<file path="src/rtl/mem_arbiter.sv">
// mem_arbiter: round-robin fetch/data front end sequencing a single-port mem.
// Fetch reads and data reads/writes share the pins; one access in flight at a time.
module mem_arbiter #(
  parameter int AW = 16,
  parameter int DW = 32,
  parameter int WAIT_STATES = 0
) (
  input  logic          clk,
  input  logic          rst_n,
  input  logic          i_req_valid,
  output logic          i_req_ready,
  input  logic [AW-1:0] i_addr,
  output logic          i_resp_valid,
  output logic [DW-1:0] i_rdata,
  input  logic          d_req_valid,
  output logic          d_req_ready,
  input  logic          d_req_we,
  input  logic [AW-1:0] d_addr,
  input  logic [DW-1:0] d_wdata,
  output logic          d_resp_valid,
  output logic [DW-1:0] d_rdata,
  output logic [AW-1:0] mem_addr,
  output logic [DW-1:0] mem_data,
  output logic          mem_rd,
  output logic          mem_wr,
  input  logic [DW-1:0] mem_out
);
  typedef enum logic {IDLE, ACCESS} state_t;
  localparam logic [3:0] WS = 4'(WAIT_STATES);
  state_t        r_state;
  logic [3:0]    r_cnt;
  logic          r_last_d;
  logic          r_src_d;
  logic          r_we;
  logic [AW-1:0] r_addr;
  logic [DW-1:0] r_data;
  logic          r_i_resp;
  logic          r_d_resp;
  logic [DW-1:0] r_i_rdata;
  logic [DW-1:0] r_d_rdata;
  logic          w_idle;
  logic          w_gnt_d;
  logic          w_done;
  // readies are forced low while reset is held so nothing is offered mid-reset
  assign w_idle       = rst_n && r_state == IDLE;
  assign w_gnt_d      = d_req_valid && (!i_req_valid || !r_last_d);
  assign i_req_ready  = w_idle && i_req_valid && !w_gnt_d;
  assign d_req_ready  = w_idle && w_gnt_d;
  assign w_done       = r_state == ACCESS && r_cnt == 4'd0;
  assign mem_rd       = r_state == ACCESS && !r_we;
  assign mem_wr       = w_done && r_we;
  assign mem_addr     = r_addr;
  assign mem_data     = r_data;
  assign i_resp_valid = r_i_resp;
  assign d_resp_valid = r_d_resp;
  assign i_rdata      = r_i_rdata;
  assign d_rdata      = r_d_rdata;
  always_ff @(posedge clk or negedge rst_n) begin
    if (!rst_n) begin
      r_state   <= IDLE;
      r_cnt     <= 4'd0;
      r_last_d  <= 1'b0;
      r_src_d   <= 1'b0;
      r_we      <= 1'b0;
      r_addr    <= '0;
      r_data    <= '0;
      r_i_resp  <= 1'b0;
      r_d_resp  <= 1'b0;
      r_i_rdata <= '0;
      r_d_rdata <= '0;
    end else begin
      r_i_resp <= 1'b0;
      r_d_resp <= 1'b0;
      if (i_req_ready || d_req_ready) begin
        r_state  <= ACCESS;
        r_cnt    <= WS;
        r_src_d  <= d_req_ready;
        r_last_d <= d_req_ready;
        r_we     <= d_req_ready && d_req_we;
        r_addr   <= d_req_ready ? d_addr : i_addr;
        r_data   <= d_req_ready ? d_wdata : r_data;
      end else if (r_state == ACCESS) begin
        if (r_cnt != 4'd0) begin
          r_cnt <= r_cnt - 4'd1;
        end else begin
          r_state  <= IDLE;
          r_i_resp <= !r_src_d;
          r_d_resp <= r_src_d;
          if (!r_we && r_src_d) r_d_rdata <= mem_out;
          if (!r_we && !r_src_d) r_i_rdata <= mem_out;
        end
      end
    end
  end
endmodule

</file>
<file path="config.mk">
export PLATFORM = sky130hd
export DESIGN_NAME = mem_arbiter
export DESIGN_NICKNAME = d
export VERILOG_FILES = /design/src/rtl/mem_arbiter.sv
export SDC_FILE = /design/constraint.sdc
export NUM_CORES = 1
export LEC_CHECK = 0
export CAP_MARGIN = 10
export CORE_MARGIN = 3
export CORE_UTILIZATION = 41
export CTS_CLUSTER_DIAMETER = 30
export DETAILED_ROUTE_END_ITERATION = 10
export GPL_TIMING_DRIVEN = 1
export PLACE_DENSITY = 0.8
export SLEW_MARGIN = 20
export SYNTH_ARGS = -nofsm -noshare
export SYNTH_HDL_FRONTEND = slang
export SYNTH_SLANG_ARGS = --single-unit
</file>
<file path="constraint.sdc">
create_clock -name clk -period 2.5 [get_ports clk]
set_input_delay 0.75 -clock clk [delete_from_list [all_inputs] [get_ports clk]]
set_output_delay 0.75 -clock clk [all_outputs]
set_load 0.005 [all_outputs]
</file>
Word level (Yosys, flattened, before mapping)
Cells that the tools add are included.
{ "totals": {"word_cells": 52, "output_inout_bits": 118, "register_bits": 121} }
{ "classes": {"reduce_logical": 25, "add_sub_neg": 1, "mux": 13, "bitwise_logic": 3} }
{ "op_table": {"columns": ["cell", "count"], "rows": [
  ["$mux W16", 1],
  ["$mux W4", 3],
  ["$logic_and A1 B1 Y1", 11],
  ["$mux W1", 9],
  ["$reduce_and A4 Y1", 2],
  ["$logic_not A1 Y1", 4],
  ["$logic_not A4 Y1", 1],
  ["$reduce_and A2 Y1", 2],
  ["$reduce_bool A2 Y1", 2],
  ["$reduce_bool A4 Y1", 1],
  ["$sub A4 B1 Y4 const B", 1],
  ["$not A1 Y1", 3],
  ["$logic_or A1 B1 Y1", 2]
]} }

Longest topological paths before layout
{ "logic_depth": {"depth_word": 8, "ltp_mapped": 6, "depth_no_buf": 5} }

Least setup slack after synthesis
OpenSTA, ideal clock, no wires.
{ "synth_timing": {"path_type": "input-to-output", "start": "in rst_n", "end": "out d_req_ready", "n_path_buf": 2, "slack_ns": 0.247, "t_arrival_ns": 1.503, "stages": 4, "path_cell_list": "nor2b_1 and3_1 clkbuf_1 clkbuf_1"} }
{ "synth_between": {"elab_chain_len": 2} }
{ "synth_lines": {"columns": ["element", "line", "text"], "rows": [
  ["start: declaration", "9", "input logic rst_n,"],
  ["$logic_and A1 B1 Y1", "45", "assign w_idle = rst_n && r_state == IDLE;"],
  ["$logic_and A1 B1 Y1", "48", "assign d_req_ready = w_idle && w_gnt_d;"],
  ["end: declaration", "16", "output logic d_req_ready,"]
]} }
Every way passes these cells.

Worst setup path in the final report
{ "layout_timing": {"start": "reg r_state", "end": "out mem_rd"} }
{ "layout_between": {"elab_chain_len": 1} }
{ "layout_lines": {"columns": ["element", "line", "text"], "rows": [
  ["start: declaration", "30", "state_t r_state;"],
  ["start signal: assignment", "60", "r_state <= IDLE;"],
  ["start signal: assignment", "75", "r_state <= ACCESS;"],
  ["start signal: assignment", "86", "r_state <= IDLE;"],
  ["$logic_and A1 B1 Y1", "50", "assign mem_rd = r_state == ACCESS && !r_we;"],
  ["end: declaration", "24", "output logic mem_rd,"]
]} }
Every way passes these cells.

==> impl_metrics.yaml <==
cells_and_area:
  fin_area_um2: 7709
  diodes: 0
  area_delta_synth_final_pct: 62.86
  drive_gt1_share_pct: 26.86
  n_fill_cell: 806
  fin_nets: 640
  fin_util_pct: 69.58
worst_setup_path:
  max_stage_delay_ps: 530
  cp_cell_sequence: "buf_4, nor2b_1, clkdlybuf4s50_1"
  crit_slowest_cell: "clkdlybuf4s50_1"
  critical_path_arrival_ps: 1620
  crit_path_end_kind: "primary output"
  crit_path_start: "r_state$_DFF_PN0_"
  r2r_start: "r_cnt[0]$_DFFE_PN0P_"
  crit_type: "flop to primary output"
  critPathRequiredTime_ps: 1750
  worstSetupStartpointType: "flop"
  reg2reg_setup_slack_ps: 490
  crit_fanout: 11
drt:
  wl_per_cell_um: 17.42
  viasPerCell: 4.999
  drc: 0
  vias: 3454
  drt_pass1_iterations: 4
  drt_iter0_markers: 193
  dr.max_layer_used: "met4"
  wl_met2_um: 5846
  totalWireLength_um: 12040
  wl_met1_um: 4804
  ant_nets: 0
  met3_length_um: 1186
clock_network:
  path_clk_slew_ps: 50
  cts_buffers: 17
  worstSkewPairLatency_ps: 400
  cts_tree: "done"
  htree_levels: 4
  cts_root_buffer: "clkbuf_16"
  cts.path.max_buffers: 2
  cts_num_sinks: 121
power:
  p_leak_uw: 0.003278
  p_per_area_nw_per_um2: 1268
  vdd_drop_max_mv: 0.7220
die:
  io-pin-count: 219
  die-area_um2: 12870
  rows: 38
  die_y_um: 113.4
  die_w_um: 113.4
  core_area_um2: 11080
  initial_core_util_pct: 42.73
logic_synthesis:
  ys_seq_elements: 121
  synthCells: 305
  async_reset_ff_share_pct: 100.0
  avgSynthCellArea_um2: 15.52
  synthFlopType: "dfrtp_1"
  syn_nets: 407
  synth_edf_count: 0
  ys_warn_count: 0
  post_synth_num_cell_types: 30
  syn_area_um2: 4733
  ys_seq_area_share_pct: 63.97
timing:
  hold_viol: 0
  finalSetupViolCount: 0
  post-route-min-period_ps: 2371
  rsz0062_at_grt: "no"
  finalCritPeriodShare_pct: 94.83
  fmax_mhz: 421.8
  tightest_slew_ps: 839.4
  maxSlewViolCount: 0
  timing.hold.ws_ps: 490.3
  slew_headroom_pct: 44.04
  clock_skew_ps: 5.296
placed_design:
  place_hpwl_um: 8723
  place_congestion: 0.7348
  io_buffers: 218
  placed_cell_area_um2: 7104
global_routing:
  grt_pass1_vias: 3825
  antenna_found_initial: 0
  grt_overflow_total: 0
  grt_pass1_wl_um: 19820
  grt_max_degree: 66
  grtUsageTotal_pct: 19.94
min_path:
  hold_path.startpoint: "d_rdata[5]$_DFFE_PN0P_"
  hp-class: "flop to flop"
flow_run:
  drv_cap: 0
run_status:
  status: "completed"
[cells in the final DEF (no fill, tap or decap), drive strengths merged]
cell type,netlist,final
mux2,96,96
a221o,16,16
o21a,16,16
clkbuf,6,24
nor2,4,4
nand4b,1,1
and3,4,4
nand2b,2,2
bufinv,0,2
a31o,1,1
nand2,7,7
o21ai,2,2
clkinvlp,0,1
nor3,2,2
a311oi,1,1
mux2i,1,1
or3b,1,1
a21oi,2,2
a21o,1,1
dlygate4sd2,0,5
a22o,1,1
clkdlybuf4s50,0,212
dfrtp,121,121
inv,2,2
or4b,1,1
clkinv,0,5
nor3b,1,1
ha,1,1
nand3,1,1
buf,12,15
nor2b,2,2
[stage by stage]
stage	cells	total power [µW]	worst slack, ps	setup TNS (ps)
floorplan	305	4919	247.4	0
global placement	658	7280	-244.6	-483.6
detailed placement	658	7436	-258.2	-652.6
CTS	690	9886	34.21	0
global route	691	10390	10.84	0
finish	691	9771	129.2	0
[where the power goes]
group | internal [µW] | switching, µW
sequential | 2930 | 541
clock | 1560 | 814
combinational | 2710 | 1210
[state kept, by name (all words and copies together), names as in the netlist]
signal	count
i_resp_valid	1
d_resp_valid	1
r_we	1
mem_addr	16
d_rdata	32
r_cnt	4
mem_data	32
r_state	1
r_src_d	1
i_rdata	32
[final timing paths]
path / endpoint / cells after the start
worst max-delay path: mem_rd / 3
max in group asynchronous: mem_data[14]$_DFFE_PN0P_ / 3
worst min register to register: d_rdata[5]$_DFFE_PN0P_ / 1
worst max register to register: d_rdata[2]$_DFFE_PN0P_ / 6
min in group asynchronous: mem_addr[10]$_DFFE_PN0P_ / 2
worst min-delay path: d_rdata[5]$_DFFE_PN0P_ / 1
[cells in the mapped netlist (all sizes together), types with 2 or more instances]
| master | instances | area share, % |
|---|---|---|
| and3 | 4 | 0.53 |
| nand2 | 7 | 0.56 |
| a221o | 16 | 3.4 |
| mux2 | 96 | 23 |
| a21oi | 2 | 0.21 |
| inv | 2 | 0.16 |
| nor3 | 2 | 0.45 |
| nand2b | 2 | 0.26 |
| dfrtp | 121 | 64 |
| buf | 12 | 1.6 |
| o21ai | 2 | 0.21 |
| clkbuf | 6 | 0.48 |
| nor2 | 4 | 0.32 |
| nor2b | 2 | 0.26 |
| o21a | 16 | 2.5 |
[kinds of logic after synthesis]
kind of cell	share of synthesized area [%]
flops	63.97
mux	23.05
compound gates	7.058
simple gates	3.383
buf+inv	2.273
fa+ha+maj	0.2643
[critical path: cells and delay by family (launching register included)]
| family | cells | cell delay (ps) |
|---|---|---|
| buf+inv | 2 | 710 |
| simple gates | 1 | 130 |
| flops | 1 | 380 |
[final cells by class]
class,instances,area (µm²),share of cell area (%)
flip-flops and latches,121,3028,39.28
repair buffers,232,2291,29.72
multi-input cells,164,1623,21.05
clock buffers,24,491.7,6.379
well taps,140,175.2,2.272
clock inverters,8,92.59,1.201
inverters,2,7.507,0.09739
[metal layers]
metal / GRT usage (%) / vias to the layer above
met5: 0 / -
met4: 8.654 / 0
met3: 8.541 / 18
met2: 31.48 / 162
met1: 23.95 / 1692
li1: - / 1582
[repair_timing]
action                                  in CTS  in global routing
resized for setup                            7                  3
endpoints found under the setup margin       3                  1
hold buffers                                 0                  0
cloned                                       0                  0
setup buffers                                0                  1
Note: power is estimated with default switching activity, not from simulation.
